**src/rtl/ram_arbiter.sv**
```systemverilog
// Two-master arbiter for a single-port data RAM: one access in flight at a time,
// with round-robin or fixed priority, a bounded wait for ram_valid and routed completions.
module ram_arbiter #(
    parameter int DWIDTH     = 16,
    parameter int AWIDTH     = 16,
    parameter int TIMEOUT    = 15,
    parameter int TW         = 4,
    parameter int FIXED_PRIO = 0
) (
    input  logic              clk,
    input  logic              rst_n,
    input  logic              m0_req,
    input  logic              m0_wen,
    input  logic [AWIDTH-1:0] m0_addr,
    input  logic [DWIDTH-1:0] m0_wdata,
    output logic [DWIDTH-1:0] m0_rdata,
    output logic              m0_valid,
    output logic              m0_err,
    input  logic              m1_req,
    input  logic              m1_wen,
    input  logic [AWIDTH-1:0] m1_addr,
    input  logic [DWIDTH-1:0] m1_wdata,
    output logic [DWIDTH-1:0] m1_rdata,
    output logic              m1_valid,
    output logic              m1_err,
    output logic              ram_en,
    output logic              ram_wen,
    output logic [AWIDTH-1:0] ram_addr,
    output logic [DWIDTH-1:0] ram_wdata,
    input  logic [DWIDTH-1:0] ram_rdata,
    input  logic              ram_valid,
    output logic              busy
);

    typedef enum logic [1:0] {IDLE, ISSUE, WAIT, RESP} state_t;

    state_t            state;
    logic              last_grant;
    logic              grant;
    logic [TW-1:0]     count;
    logic              pick_m1;
    logic              done;
    logic              timed_out;
    logic [DWIDTH-1:0] done_rdata;

    // On a tie, round-robin hands the grant to whichever master did not win last time.
    always_comb begin
        pick_m1 = 1'b0;
        if (m0_req && m1_req)
            pick_m1 = (FIXED_PRIO == 0) && !last_grant;
        else
            pick_m1 = m1_req;
    end

    // ram_valid wins over the timeout when both land on the final wait cycle.
    always_comb begin
        done      = 1'b0;
        timed_out = 1'b0;
        if (state == ISSUE) begin
            done = ram_valid;
        end else if (state == WAIT) begin
            done      = ram_valid || (count == TW'(TIMEOUT - 1));
            timed_out = !ram_valid;
        end
        done_rdata = (ram_valid && !ram_wen) ? ram_rdata : '0;
    end

    always_ff @(posedge clk or negedge rst_n) begin
        if (!rst_n) begin
            state      <= IDLE;
            last_grant <= 1'b1;
            grant      <= 1'b0;
            count      <= '0;
            m0_rdata   <= '0;
            m0_valid   <= 1'b0;
            m0_err     <= 1'b0;
            m1_rdata   <= '0;
            m1_valid   <= 1'b0;
            m1_err     <= 1'b0;
            ram_en     <= 1'b0;
            ram_wen    <= 1'b0;
            ram_addr   <= '0;
            ram_wdata  <= '0;
            busy       <= 1'b0;
        end else begin
            case (state)
                IDLE: begin
                    if (m0_req || m1_req) begin
                        grant      <= pick_m1;
                        last_grant <= pick_m1;
                        ram_en     <= 1'b1;
                        ram_wen    <= pick_m1 ? m1_wen   : m0_wen;
                        ram_addr   <= pick_m1 ? m1_addr  : m0_addr;
                        ram_wdata  <= pick_m1 ? m1_wdata : m0_wdata;
                        busy       <= 1'b1;
                        state      <= ISSUE;
                    end
                end
                ISSUE, WAIT: begin
                    ram_en <= 1'b0;
                    if (state == WAIT)
                        count <= count + 1'b1;
                    if (done) begin
                        state <= RESP;
                        if (grant) begin
                            m1_valid <= 1'b1;
                            m1_rdata <= done_rdata;
                            m1_err   <= timed_out;
                        end else begin
                            m0_valid <= 1'b1;
                            m0_rdata <= done_rdata;
                            m0_err   <= timed_out;
                        end
                    end else begin
                        state <= WAIT;
                    end
                end
                RESP: begin
                    m0_valid <= 1'b0;
                    m0_err   <= 1'b0;
                    m1_valid <= 1'b0;
                    m1_err   <= 1'b0;
                    count    <= '0;
                    busy     <= 1'b0;
                    state    <= IDLE;
                end
                default: state <= IDLE;
            endcase
        end
    end

endmodule
```
**config.mk**
```make
export PLATFORM = sky130hd
export DESIGN_NAME = ram_arbiter
export DESIGN_NICKNAME = d
export VERILOG_FILES = /design/src/rtl/ram_arbiter.sv
export SDC_FILE = /design/constraint.sdc
export NUM_CORES = 1
export LEC_CHECK = 0
export CORE_MARGIN = 3
export CORE_UTILIZATION = 42
export DETAILED_ROUTE_END_ITERATION = 10
export HOLD_SLACK_MARGIN = 0.12
export PLACE_DENSITY = 0.84
export SYNTH_ARGS = -nofsm -noshare
export SYNTH_HDL_FRONTEND = slang
export SYNTH_SLANG_ARGS = --single-unit
```
**constraint.sdc**
```tcl
create_clock -name clk -period 2.9 [get_ports clk]
set_clock_uncertainty 0.2 [all_clocks]
set_input_delay 0.58 -clock clk [delete_from_list [all_inputs] [get_ports clk]]
set_output_delay 0.58 -clock clk [all_outputs]
set_load 0.005 [all_outputs]
```
Word level (Yosys, flattened, before mapping)
Index checks and enable logic that the tools add are counted.
- $add $sub $neg: 1
- eq/ne operators: 9
- multiplexer cells: 29
- bitwise gates (word level): 1
- reduce and logical (&&, ||, !) cells: 20
- operator list (kind ; count):
    two-way mux 16 bit ; 3
    two-way mux 1 bit ; 16
    one-hot mux 1 bit (2 select lines) ; 6
    AND reduction 3 bit ; 4
    != test 2 bit, second input constant ; 5
    one-hot mux 4 bit (2 select lines) ; 1
    AND reduction 2 bit ; 4
    one-hot mux 2 bit (3 select lines) ; 1
    nonzero test 2 bit ; 3
    adder 4 x 1 -> 4 bit, second input constant ; 1
    == test 2 bit, second input constant ; 2
    == test 4 bit, second input constant ; 1
    two-way mux 4 bit ; 1
    logical NOT 1 bit ; 3
    == test 2 x 1 -> 1 bit, second input constant ; 1
    logical AND 1 bit ; 2
    logical NOT 2 bit ; 1
    logical OR 1 bit ; 2
    two-way mux 2 bit ; 1
    OR reduction 2 bit ; 1
    NOT 1 bit ; 1
- register bits after elaboration: 79
- input port bits: 87
- output and inout port bits: 71
- word-level logic and storage cells: 75

Logic depth before layout (Yosys ltp)
- word-level depth: 6
- gate-level depth with buffers: 7
- depth with buffers taken out: 5

Least setup slack after synthesis
No wires, ideal clock.
- kind: reg2reg
- from: register state[0]
- to: register m0_rdata[0]
- library setup time: 0.125 ns
- arrival: 2.035 ns
- setup slack: 0.540 ns
- cell stages (with the launch flop): 8
- buffers on the path: 2
- clock period less this slack: 2.360 ns
- cells stage by stage: dfrtp_1 inv_1 ha_1 clkbuf_1 nor2_1 a2111oi_4 buf_6 mux2_2
- longest elaborated chain between the ends: 4
- RTL lines (item ; line ; text):
    start, declared ; 37 ; state_t state;
    start signal, assigned ; 70 ; state <= IDLE;
    start signal, assigned ; 96 ; state <= ISSUE;
    start signal, assigned ; 104 ; state <= RESP;
    == test 2 bit ; 61, 86 ;
    two-way mux 1 bit ; 61 ; end else if (state == WAIT) begin
    two-way mux 1 bit ; 59 ; if (state == ISSUE) begin
    AND reduction 3 bit (no line) * ; -- ;
    end signal, assigned ; 111 ; m0_rdata <= done_rdata;
    end, declared ; 16 ; output logic [DWIDTH-1:0] m0_rdata,
Every way passes the cells marked *; elsewhere a longest branch is shown, timed or not.
A chain may end at the register's enable or synchronous reset.

Worst setup path after layout
- from: input ram_valid
- to: register m0_rdata[13]
- longest elaborated chain between the ends: 4
- RTL lines (item ; line ; text):
    start, declared ; 31 ; input logic ram_valid,
    logical OR 1 bit ; 62 ; done = ram_valid || (count == TW'(TIMEOUT - 1));
    two-way mux 1 bit ; 61 ;
    two-way mux 1 bit ; 59 ;
    AND reduction 3 bit (no line) ; -- ;
Several ways; a longest one is shown, not always the timed one.

==> impl_metrics.yaml <==
critical_path:
  reg2regPathDepth: 6
  setup.reg_to_reg.worst_slack_ns: 0.60
  crit_path_end_kind: "register"
  critical_path.reg2reg.endpoint: "m0_rdata[13]"
  worstSetupPathType: "input port to register"
  critical_path_arrival_ns: 2.33
  launching_point_of_the_worst_reg2reg_path: "state[0]"
  startpoint: "ram_valid"
  crit_path_start_kind: "input port"
  maximum_fanout_along_the_worst_path: 16
  required_ns: 2.92
grt:
  grt_use_total_pct: 19.0
  via_count_of_the_first_global_routing_pass: 3090
  grt_overflow_total: 0
  antenna_found_initial: 0
  grt_first_pass_wirelength_um: 14900
  largest_net_degree_at_the_start_of_global_routing: 80
yosys:
  async_reset_ff_share_pct: 100
  synthesis.nets: 407
  synth.distinct_cells: 38
  synth_commonest_cells: "dfrtp_1, nand2_1, o21ai_0"
  compound_gate_portion_of_the_synthesized_area_pct: 11.8
  synthMostInstantiatedCell: "dfrtp_1"
  synth_ff_type: "dfrtp_1"
  ys_seq_area_share_pct: 54.1
  synthesis.instances: 314
  yosysTopAreaCell: "dfrtp_1"
  synth_top_family_by_area: "multiplexers"
  muxShareOfSynthArea_pct: 18.9
  yosys.area_share.simple_pct: 9.58
  yosys.area_share.xor_xnor_pct: 0
  post-synth-top-area-fraction_pct: 53.4
  yosysWarnings: 0
  synth_area_per_cell_um2: 11.7
  synthesized_area_fraction_occupied_by_adder_cells_pct: 2.05
  synth_edf_count: 0
  syn_area_um2: 3660
  post_synth_main_area_contributors: "dfrtp_1, mux2i_1, mux2_2"
  synth-seq-cells: 79
placement:
  dp_hpwl_um: 6720
  placement.io_buffers: 157
  gpl.final_weighted_congestion: 0.779
floorplan:
  placement_row_count: 33
  io_pins: 158
  die-area_um2: 9870
  chipWidth_um: 99.3
  die_y_um: 99.3
  core_um2: 8340
  starting_density_of_the_core_pct: 43.9
drt:
  initialDrtViolationCount: 27
  drtAntennaViolNets: 0
  vias: 2905
  drt-total-wl_um: 8830
  detail_route.drc_violations: 0
  number_of_optimization_iterations_in_the_first_detailed_route_pass: 4
  route.detailed.vias_per_inst: 5.01
  wl_per_cell_um: 15.2
finish:
  final_core_util_pct: 67.3
  diodes: 0
  fraction_of_layout_cells_with_a_size_suffix_above_1_pct: 12.0
  num-nets-final: 563
  fillers: 632
  flow.area_growth_from_synthesis_pct: 53.4
clocking:
  clock_latency_at_the_later_pin_of_the_worst_skew_pair_ns: 0.34
  cts-hold-fix-buffers: 0
  clock_tree_from_tritoncts: "yes"
  level_count_of_the_clock_h_tree: 3
  clk_pin_slew_ns: 0.08
  cts.path.max_buffers: 2
  cts-buffers-inserted: 9
  postCtsSetupRepairBufs: 0
  clock_sink_count: 79
  post_cts_resize_count: 0
  clk_root_buffer_cell: "clkbuf_8"
timing:
  hold_viol_final: 0
  max_slew_violation_count: 0
  final_period_minus_worst_setup_slack_ns: 2.31
  rsz0062_at_grt: "false"
  final.period_utilization_pct: 79.7
  fmax_ghz: 0.433
  tightestPinTransition_ns: 0.952
  slew_headroom_pct: 36.6
  setup_tns_ns: 0
  setup_violators_final: 0
power_and_ir_drop:
  leakage_nw: 2.45
  power.sequential.fraction_pct: 36.4
  power.share.switching_pct: 32.9
  peakVddDrop_v: 0.000393
  clock_power_share_pct: 17.2
  combinationalPowerShare_pct: 46.4
  power_density_nw_per_um2: 950
  power.internal_mw: 3.58
  power.total_mw: 5.33
  p_sw_mw: 1.75
hold_path:
  holdCritPathClass: "input port to async pin"
flow_run:
  cap_viol_max_count: 0
status:
  status: "complete, no violations"
[sequential cells by signal, indices dropped and copies added, names as in the netlist]
name	cells
m0_rdata	16
m1_rdata	16
ram_addr	16
ram_wdata	16
count	4
state	2
busy	1
grant	1
last_grant	1
m0_err	1
m0_valid	1
m1_err	1
m1_valid	1
ram_en	1
ram_wen	1
[layout make-up]
| class | count | area (µm²) | share of cell area (%) |
|---|---|---|---|
| Tap cell | 105 | 131 | 2.34 |
| Inverter | 13 | 48.8 | 0.869 |
| Clock buffer | 9 | 124 | 2.21 |
| Clock inverter | 7 | 103 | 1.83 |
| Timing Repair Buffer | 162 | 1660 | 29.5 |
| Multi-Input combinational cell | 205 | 1570 | 28.0 |
| Sequential cell | 79 | 1980 | 35.2 |
[worst max path at each step]
stage	end	slack, ns
after floorplan	m0_rdata[0]	0.54
after global placement	m0_rdata[13]	0.29
after detailed placement	m0_rdata[1]	0.25
after CTS	m0_rdata[13]	0.59
after global routing	m0_rdata[13]	0.47
final	m0_rdata[13]	0.59
[placed cells by master (no fill, tap or decap), types with 2 or more instances in the layout]
cell             Yosys  routed
clkdlybuf4s50_1      0     156
dfrtp_1             78      78
nand2_1             41      41
o21ai_0             38      38
mux2i_1             33      33
mux2_2              29      29
and2_1              16      16
inv_1               12      12
clkbuf_8             0       9
ha_1                 6       6
o221ai_1             4       4
inv_6                0       4
buf_12               0       4
nand2b_1             3       3
mux2_1               3       3
a21oi_1              3       3
nor2_1               2       2
o22ai_1              2       2
a32o_1               2       2
a22o_1               2       2
nor2b_1              2       2
a2111oi_4            2       2
a2111o_1             2       2
a22oi_1              2       2
bufinv_16            0       2
buf_4                0       2
[metrics by stage]
step / cells / area [µm²] / setup slack [ns] / hold WS [ns]
6_report: 580 / 5610 / 0.590 / 0.195
5_1_grt: 580 / 5610 / 0.469 / 0.272
4_1_cts: 580 / 5610 / 0.594 / 0.217
3_5_place_dp: 564 / 5390 / 0.250 / 0.269
3_3_place_gp: 564 / 5390 / 0.293 / 0.260
2_1_floorplan: 314 / 3660 / 0.540 / 0.0844
[power groups by stage]
stage | Combinational (mW) | Clock (mW) | Sequential, mW
finish | 2.48 | 0.917 | 1.94
global route | 2.73 | 0.991 | 2.01
CTS | 2.52 | 0.947 | 1.95
detailed placement | 2.51 | 0 | 1.96
global placement | 2.44 | 0 | 1.94
floorplan | 1.11 | 0 | 1.95
[layer usage]
| layer | routed length, µm | vias to the layer above | part of all wire, % | GRT usage (%) |
|---|---|---|---|---|
| met1 | 3500 | 1360 | 40 | 22.4 |
| met5 | 0 | - | 0 | 0 |
| met4 | 152 | 0 | 1.7 | 7.14 |
| met3 | 846 | 12 | 9.6 | 6.66 |
| met2 | 4330 | 114 | 49 | 31.8 |
| li1 | - | 1419 | - | - |
[kinds of logic (layout without fill, tap and decap cells)]
kind of cell               Yosys count  after routing
buffers and inverters               30            191
muxes                               65             65
DFF                                 79             79
adders and majority gates            6              6
and+or+nand+nor                     70             70
AOI/OAI and AO/OA                   64             64
[critical path, cell delays in order]
cell             delay, ns
clkdlybuf4s50_1       0.53
clkinv_1              0.25
a2111oi_4             0.42
buf_12                0.20
mux2_2                0.35
Power figures use the tool's default switching activity.
